$ cat src/rtl/regfile_wb_arbiter.sv
// Write-back arbiter: three requesters share one register-file write port with a one-cycle registered output stage.
// Optional write-to-read bypass is compiled only when REGFILE_WB_BYPASS_EN is defined.
module regfile_wb_arbiter #(
   parameter int DW    = 32,
   parameter int AW    = 5,
   parameter int RR_EN = 1
) (
   input  logic          clk,
   input  logic          rst,
   input  logic [2:0]    req_valid,
   output logic [2:0]    req_ready,
   input  logic [AW-1:0] req_addr0,
   input  logic [AW-1:0] req_addr1,
   input  logic [AW-1:0] req_addr2,
   input  logic [DW-1:0] req_data0,
   input  logic [DW-1:0] req_data1,
   input  logic [DW-1:0] req_data2,
   input  logic          flush,
   output logic          rf_we,
   output logic [AW-1:0] rf_waddr,
   output logic [DW-1:0] rf_wdata,
   input  logic [AW-1:0] raddr1,
   input  logic [AW-1:0] raddr2,
   input  logic [DW-1:0] rf_rdata1,
   input  logic [DW-1:0] rf_rdata2,
   output logic [DW-1:0] fwd_rdata1,
   output logic [DW-1:0] fwd_rdata2
);

   logic [1:0]    ptr;
   logic [1:0]    gnt_idx;
   logic [1:0]    idx;
   logic          xfer;
   logic [AW-1:0] gnt_addr;
   logic [DW-1:0] gnt_data;

   function automatic logic [1:0] rot3(input logic [1:0] base, input logic [1:0] off);
      logic [2:0] s;
      s = {1'b0, base} + {1'b0, off};
      if (s >= 3'd3) s = s - 3'd3;
      return s[1:0];
   endfunction

   // Search from the highest offset down so the requester closest to the pointer wins.
   // With fixed priority the pointer never leaves 0, giving req0 > req1 > req2.
   always_comb begin
      req_ready = '0;
      gnt_idx   = 2'd0;
      idx       = 2'd0;
      xfer      = 1'b0;
      if (!rst && !flush) begin
         for (int i = 2; i >= 0; i--) begin
            idx = rot3(ptr, i[1:0]);
            if (req_valid[idx]) begin
               gnt_idx = idx;
               xfer    = 1'b1;
            end
         end
         if (xfer) req_ready[gnt_idx] = 1'b1;
      end
   end

   always_comb begin
      gnt_addr = req_addr0;
      gnt_data = req_data0;
      case (gnt_idx)
         2'd1: begin
            gnt_addr = req_addr1;
            gnt_data = req_data1;
         end
         2'd2: begin
            gnt_addr = req_addr2;
            gnt_data = req_data2;
         end
         default: begin
            gnt_addr = req_addr0;
            gnt_data = req_data0;
         end
      endcase
   end

   // Writes to register 0 still handshake and advance the pointer, but never strobe rf_we.
   always_ff @(posedge clk) begin
      if (rst) begin
         rf_we    <= 1'b0;
         rf_waddr <= '0;
         rf_wdata <= '0;
         ptr      <= 2'd0;
      end else begin
         rf_we <= xfer && (gnt_addr != '0);
         if (xfer) begin
            rf_waddr <= gnt_addr;
            rf_wdata <= gnt_data;
         end
         if (xfer && (RR_EN != 0)) ptr <= rot3(gnt_idx, 2'd1);
      end
   end

`ifdef REGFILE_WB_BYPASS_EN
   assign fwd_rdata1 = (rf_we && (raddr1 == rf_waddr) && (raddr1 != '0)) ? rf_wdata : rf_rdata1;
   assign fwd_rdata2 = (rf_we && (raddr2 == rf_waddr) && (raddr2 != '0)) ? rf_wdata : rf_rdata2;
`else
   logic unused_raddr;
   assign unused_raddr = ^{raddr1, raddr2};
   assign fwd_rdata1   = rf_rdata1;
   assign fwd_rdata2   = rf_rdata2;
`endif

endmodule

$ cat config.mk
export PLATFORM = sky130hd
export DESIGN_NAME = regfile_wb_arbiter
export DESIGN_NICKNAME = d
export VERILOG_FILES = /design/src/rtl/regfile_wb_arbiter.sv
export SDC_FILE = /design/constraint.sdc
export NUM_CORES = 1
export LEC_CHECK = 0
export BUFFER_PORTS_ARGS = -buffer_cell sky130_fd_sc_hd__clkbuf_2
export CAP_MARGIN = 20
export CORE_MARGIN = 10
export CORE_UTILIZATION = 32
export DETAILED_ROUTE_END_ITERATION = 10
export GPL_TIMING_DRIVEN = 0
export PLACE_DENSITY_LB_ADDON = 0.3
export SKIP_CTS_REPAIR_TIMING = 1
export SLEW_MARGIN = 20
export SYNTH_ARGS = -nofsm -noshare
export SYNTH_HDL_FRONTEND = slang
export SYNTH_SLANG_ARGS = --single-unit
export TNS_END_PERCENT = 5
$ cat constraint.sdc
create_clock -name clk -period 2.85 [get_ports clk]
set_clock_uncertainty 0.1 [all_clocks]
set_input_delay 0.57 -clock clk [delete_from_list [all_inputs] [get_ports clk]]
set_output_delay 0.57 -clock clk [all_outputs]
set_load 0.02 [all_outputs]
* Word-level counts from Yosys, hierarchy flattened
Index checks and enable logic that the tools add are counted.
Cells by class: $add $sub $neg 7, order comparisons 9, eq/ne operators 2, muxes and demuxes 29, reduce and logical (&&, ||, !) cells 6
Operators by type and width (number):
- 32-bit case mux with 2 select lines | 1
- 2-bit 2-to-1 mux | 12
- 2-bit by 3-bit < comparator with 1-bit output, second input constant | 4
- 5-bit case mux with 2 select lines | 1
- 3-bit by 2-bit greater-or-equal comparator with 1-bit output, second input constant | 3
- 1-bit 2-to-1 mux | 9
- 2-bit subtractor, second input constant | 4
- 2-bit by 1-bit adder with 3-bit output, second input constant | 2
- 1-bit binary-select mux with 2-bit select | 3
- 3-bit 2-to-1 mux | 2
- 5-bit nonzero test | 1
- 2-bit by 2-bit adder with 3-bit output, second input constant | 1
- 1-bit logical AND | 3
- 1-bit demux with 2-bit select | 1
- 2-bit by 1-bit equality test with 1-bit output, second input constant | 1
- 2-bit equality test, second input constant | 1
- 2-bit by 1-bit greater-or-equal comparator with 1-bit output, second input constant | 1
- 2-bit greater-or-equal comparator, second input constant | 1
- 1-bit zero test | 2
Word-level totals: flip-flop bits (word level) 40, input port bits 191, output and inout bits 105, word-level logic and storage cells 57

* Logic depth before layout (Yosys ltp)
word-level depth 16, depth in mapped cells 12, mapped depth without buffers 11

* Worst setup path after synthesis
Ideal clock, no wire load.
path kind reg-to-reg, start reg ptr[0], end reg rf_wdata[28], setup time 0.072 ns, data arrival time 2.653 ns, required time 2.678 ns, path slack 0.025 ns, cell stages (with the launch flop) 13, buffers on the path 2, clock period less this slack 2.825 ns, path through dfxtp_1 -> inv_1 -> ha_1 -> inv_1 -> o211ai_1 -> o311ai_0 -> or3_1 -> ha_1 -> clkbuf_1 -> buf_1 -> a221o_1 -> o21ai_0 -> mux2i_1
On the way: cells in the longest elaborated chain, start to end 13, elaborated cells on any way between the ends 33, those cells by class 5 x add/sub; 3 x order compare; 2 x eq/ne; 23 x mux
Ends and longest elaborated chain:
- from (decl) | line 30 | logic [1:0] ptr;
- from (signal assigned) | line 95 | if (xfer && (RR_EN != 0)) ptr <= rot3(gnt_idx, 2'd1);
- 2-bit by 2-bit adder with 3-bit output | line 39 | s = {1'b0, base} + {1'b0, off};
- 3-bit by 2-bit greater-or-equal comparator with 1-bit output or 2-bit subtractor (tied branches) | line 40 | if (s >= 3'd3) s = s - 3'd3;
- 2-bit 2-to-1 mux | line 40
- 2-bit 2-to-1 mux | line 51 | if (!rst && !flush) begin
- 1-bit binary-select mux with 2-bit select | line 54 | if (req_valid[idx]) begin
- 1-bit 2-to-1 mux (implied by the code) | line 54
- 2-bit 2-to-1 mux (3 in a row) | line 54
- 2-bit 2-to-1 mux (2 in a row) | line 51
- 2-bit equality test or 2-bit by 1-bit equality test with 1-bit output (tied branches) | line 66 | case (gnt_idx)
- 32-bit case mux with 2 select lines | line 66
- to (signal assigned) | line 93 | rf_wdata <= gnt_data;
- to (decl) | line 21 | output logic [DW-1:0] rf_wdata,
Several ways; a longest one is shown, not always the timed one. The select of a mux whose other input is x is not followed. A chain may end at the register's enable or synchronous reset.

* Worst setup path in the final report
start reg ptr[0], end out req_ready[0]
On the way: cells in the longest elaborated chain, start to end 16, elaborated cells on any way between the ends 35, those cells by class 5 x add/sub; 5 x order compare; 24 x mux; 1 x reduce/logical
Ends and longest elaborated chain:
- 2-bit by 2-bit adder with 3-bit output | line 39
- 3-bit by 2-bit greater-or-equal comparator with 1-bit output or 2-bit subtractor (tied branches) | line 40
- 2-bit 2-to-1 mux | line 40
- 2-bit 2-to-1 mux | line 51
- 1-bit binary-select mux with 2-bit select | line 54
- 1-bit 2-to-1 mux (implied by the code) | line 54
- 2-bit 2-to-1 mux (3 in a row) | line 54
- 2-bit 2-to-1 mux | line 51
- 2-bit by 3-bit < comparator with 1-bit output (implied by the code) or 2-bit by 1-bit greater-or-equal comparator with 1-bit output (tied branches) | line 59 | if (xfer) req_ready[gnt_idx] = 1'b1;
- 1-bit logical AND (implied by the code) | line 59
- 1-bit 2-to-1 mux (implied by the code) | line 59
- 1-bit demux with 2-bit select | line 59
- 3-bit 2-to-1 mux (*) | line 59
- 3-bit 2-to-1 mux (*) | line 51
- to (decl) | line 11 | output logic [2:0] req_ready,
Mark *: on every way between the ends. The rest lies on a longest branch, timed or not. The select of a mux whose other input is x is not followed.

==> impl_metrics.tcl <==
set metrics [dict create \
    synthCells 314 \
    instances_no_fill 651 \
    r2r_end "rf_we$_SDFF_PP0_" \
    tritoncts "yes" \
    grt_setup_unrepaired "yes" \
    grt-ovfl-total 0 \
    rows 34 \
    clock_tree.root_cell "clkbuf_8" \
    finalSetupViolations 0 \
    cp.required_ps 2180 \
    use_met1_pct 17.1 \
    yosysUniqueCellTypes 29 \
    yosys_warnings 0 \
    gp_congestion 0.778 \
    cts.sinks 40 \
    io_pins 296 \
    maxSlewViolCount 0 \
    top_usage_layer "met2" \
    clock_latency_ps 290 \
    synth_edf_count 0 \
    syn_to_final_growth_pct 51.5 \
    maxCapViolCount 0 \
    numCtsBuffers 5 \
    synth_seq_area_share_pct 28.1 \
    finalNetCount 738 \
    port-buffer-count 220 \
    synth.most_common_cell "buf_4" \
    firstDrtPassIters 4 \
    crit_family "compound AO/OA/AOI/OAI gates" \
    multi_input_area_um2 1490 \
    drive_above_1_share_pct 60.0 \
    grt_max_degree 13 \
    start_kind "register" \
    p_sw_uw 616 \
    syn_area_per_cell_um2 9.09 \
    whs_endpoint "rf_wdata[22]$_SDFFE_PP0P_" \
    syn-num-nets 510 \
    worstHoldStart "rf_wdata[22]$_SDFFE_PP0P_" \
    vias_per_cell 4.84 \
    cts_buffer_depth 2 \
    ys_top_cells_by_count "buf_4, dfxtp_1" \
    power.leakage_uw 0.00239 \
    synth_top_area_share_pct 28.1 \
    p_per_area_nw_per_um2 422 \
    arrival_ps 2100 \
    dieHeight_um 114 \
    hpwl_mm 9.94 \
    synth_area_um2 2850 \
    hold_slack_ps 376 \
    cts_max_level 2 \
    drt-total-wl_mm 11.6 \
    initial_core_util_pct 32.7 \
    first_global_vias 3285 \
    regArea_um2 802 \
    synth-seq-cells 40 \
    power_frac_comb_pct 38.7 \
    clkSlewWorstSetupHoldPaths_ps 80 \
    dieArea_um2 13100 \
    worst-path-buf-inv 2 \
    pwr-share-seq_pct 35.9 \
    placed_cells 642 \
    cp_slowest_cell "a2111oi_4" \
    min_path_cells 2 \
    p_total_uw 1820 \
    outcome "complete, no violations" \
    synthTopCellsByArea "dfxtp_1, buf_4, a221o_1" \
    grtUsageTotal_pct 16.1 \
    postRouteAntennaNets 0 \
    r2r_start "ptr[0]$_SDFFE_PP0P_" \
    r2r_setup_slack_ps 100 \
    synthArstFlopShare_pct 0 \
    synth.largest_area_cell "dfxtp_1" \
    fillers 846 \
    setup_tns_ps 0 \
    route.vias.total 3150 \
    cell_internal_pwr_uw 1210 \
    grt_pass1_wl_mm 17.1 \
    gr-usage-met3_pct 6.55 \
    synthFlopType "dfxtp_1" \
    num_antenna_cells 0 \
    swShare_pct 33.8 \
    critical_path.max_stage_delay_ps 450 \
    design_area_um2 4320 \
    hold_class "reg -> reg" \
    crit_fanout 5 \
    drt_iter0_drc 83 \
    hold_violations 0 \
    postPlaceCellArea_um2 4090 \
    crit_chain "inv_1 -> ha_4 -> nor4bb_1 -> a2111oi_4 -> o21a_1 -> and3_1 -> buf_4" \
    tightest_slew_ps 578 \
    post-route-period-util_pct 97.2 \
    die_w_um 114 \
    layout_min_cycle_time_ps 2770 \
    wire_per_inst_um 17.9 \
    route.detailed.drc 0 \
    reg2reg_depth 11 \
    critical_path_class "reg -> out" \
    fmax_mhz 361 \
    cp-end-kind "output port" \
    gr-usage-met2_pct 29.0 \
    pwr-share-clk_pct 25.4 \
    antenna_found_initial 0 \
    peakVddDrop_mv 0.193 \
    slew_headroom_pct 61.5 \
    core-area_um2 8720 \
]
## logic make-up (layout without fill, tap and decap cells)
group	after synthesis	after routing	share of synthesized area (%)
compound gates	88	88	23.9
fa+ha+maj	7	7	2.94
buf+inv	95	324	21.8
flops	40	40	28.1
mux	37	37	13.0
simple gates	47	47	10.3
## power groups by stage
stage / clock network (uW) / registers [uW] / logic [uW]
final: 462 / 654 / 706
after global routing: 502 / 662 / 765
after CTS: 475 / 654 / 685
after detailed placement: 0 / 667 / 683
after global placement: 0 / 664 / 675
after floorplan: 0 / 742 / 348
## area by class of cell
class	count	area share (%)
Timing Repair inverter	1	0.174
Inverter	7	0.695
Timing Repair Buffer	222	25.9
Multi-Input combinational cell	179	34.5
Clock inverter	2	0.811
Tap cell	108	3.13
Buffer	86	14.6
Clock buffer	6	1.68
Sequential cell	40	18.6
## how the worst max path moves through the flow
stage	from	to	cells past startpoint
floorplan	ptr[0]$_SDFFE_PP0P_	rf_wdata[28]$_SDFFE_PP0P_	12
global placement	ptr[0]$_SDFFE_PP0P_	rf_wdata[5]$_SDFFE_PP0P_	12
detailed placement	ptr[0]$_SDFFE_PP0P_	rf_wdata[5]$_SDFFE_PP0P_	12
CTS	ptr[0]$_SDFFE_PP0P_	rf_wdata[5]$_SDFFE_PP0P_	12
global route	ptr[0]$_SDFFE_PP0P_	rf_wdata[13]$_SDFFE_PP0P_	11
finish	ptr[0]$_SDFFE_PP0P_	req_ready[0]	7
## per-stage QoR
stage	utilization (%)	worst slack, ps
2_1_floorplan	-	25.2
3_3_place_gp	46.9	-638
3_5_place_dp	46.9	-668
4_1_cts	48.1	-692
5_1_grt	49.6	-66.7
6_report	49.6	80.4
## worst reg2reg max path, stage by stage, from the launching register on
cell and delay (ps):
dfxtp_2 330, inv_1 70, ha_4 290, inv_1 70
o211ai_1 200, o311ai_2 160, or3_4 380, ha_4 330
clkinvlp_4 170, o21ai_1 260, and3_1 200, a31oi_1 80
## registers in the layout, summed over array words and instances, names as in the netlist
signal    flops
ptr           2
rf_wdata     32
rf_waddr      5
rf_we         1
## cells in the final DEF (no fill, tap or decap), types with 2 or more instances in the layout
cell type / synthesis / layout
clkbuf_2: 0 / 225
buf_4: 65 / 68
dfxtp_1: 40 / 39
a221o_1: 37 / 37
nand2b_1: 37 / 37
mux2i_1: 37 / 37
o21ai_0: 37 / 29
buf_6: 3 / 7
inv_1: 7 / 6
clkbuf_1: 15 / 6
o21ai_1: 0 / 6
clkbuf_8: 0 / 5
o211ai_1: 3 / 3
nor3_1: 4 / 3
buf_2: 0 / 3
o21ai_2: 1 / 3
and3_1: 2 / 2
clkinvlp_4: 0 / 2
o31ai_1: 2 / 2
ha_4: 0 / 2
ha_2: 0 / 2
## layer usage
layer	share of wire [%]	routed length (um)	vias to the layer above
met5	0	0	-
met4	1.2	136	0
met3	11	1240	10
met2	51	5940	176
met1	37	4310	1426
li1	-	-	1538
Power figures use the tool's default switching activity.
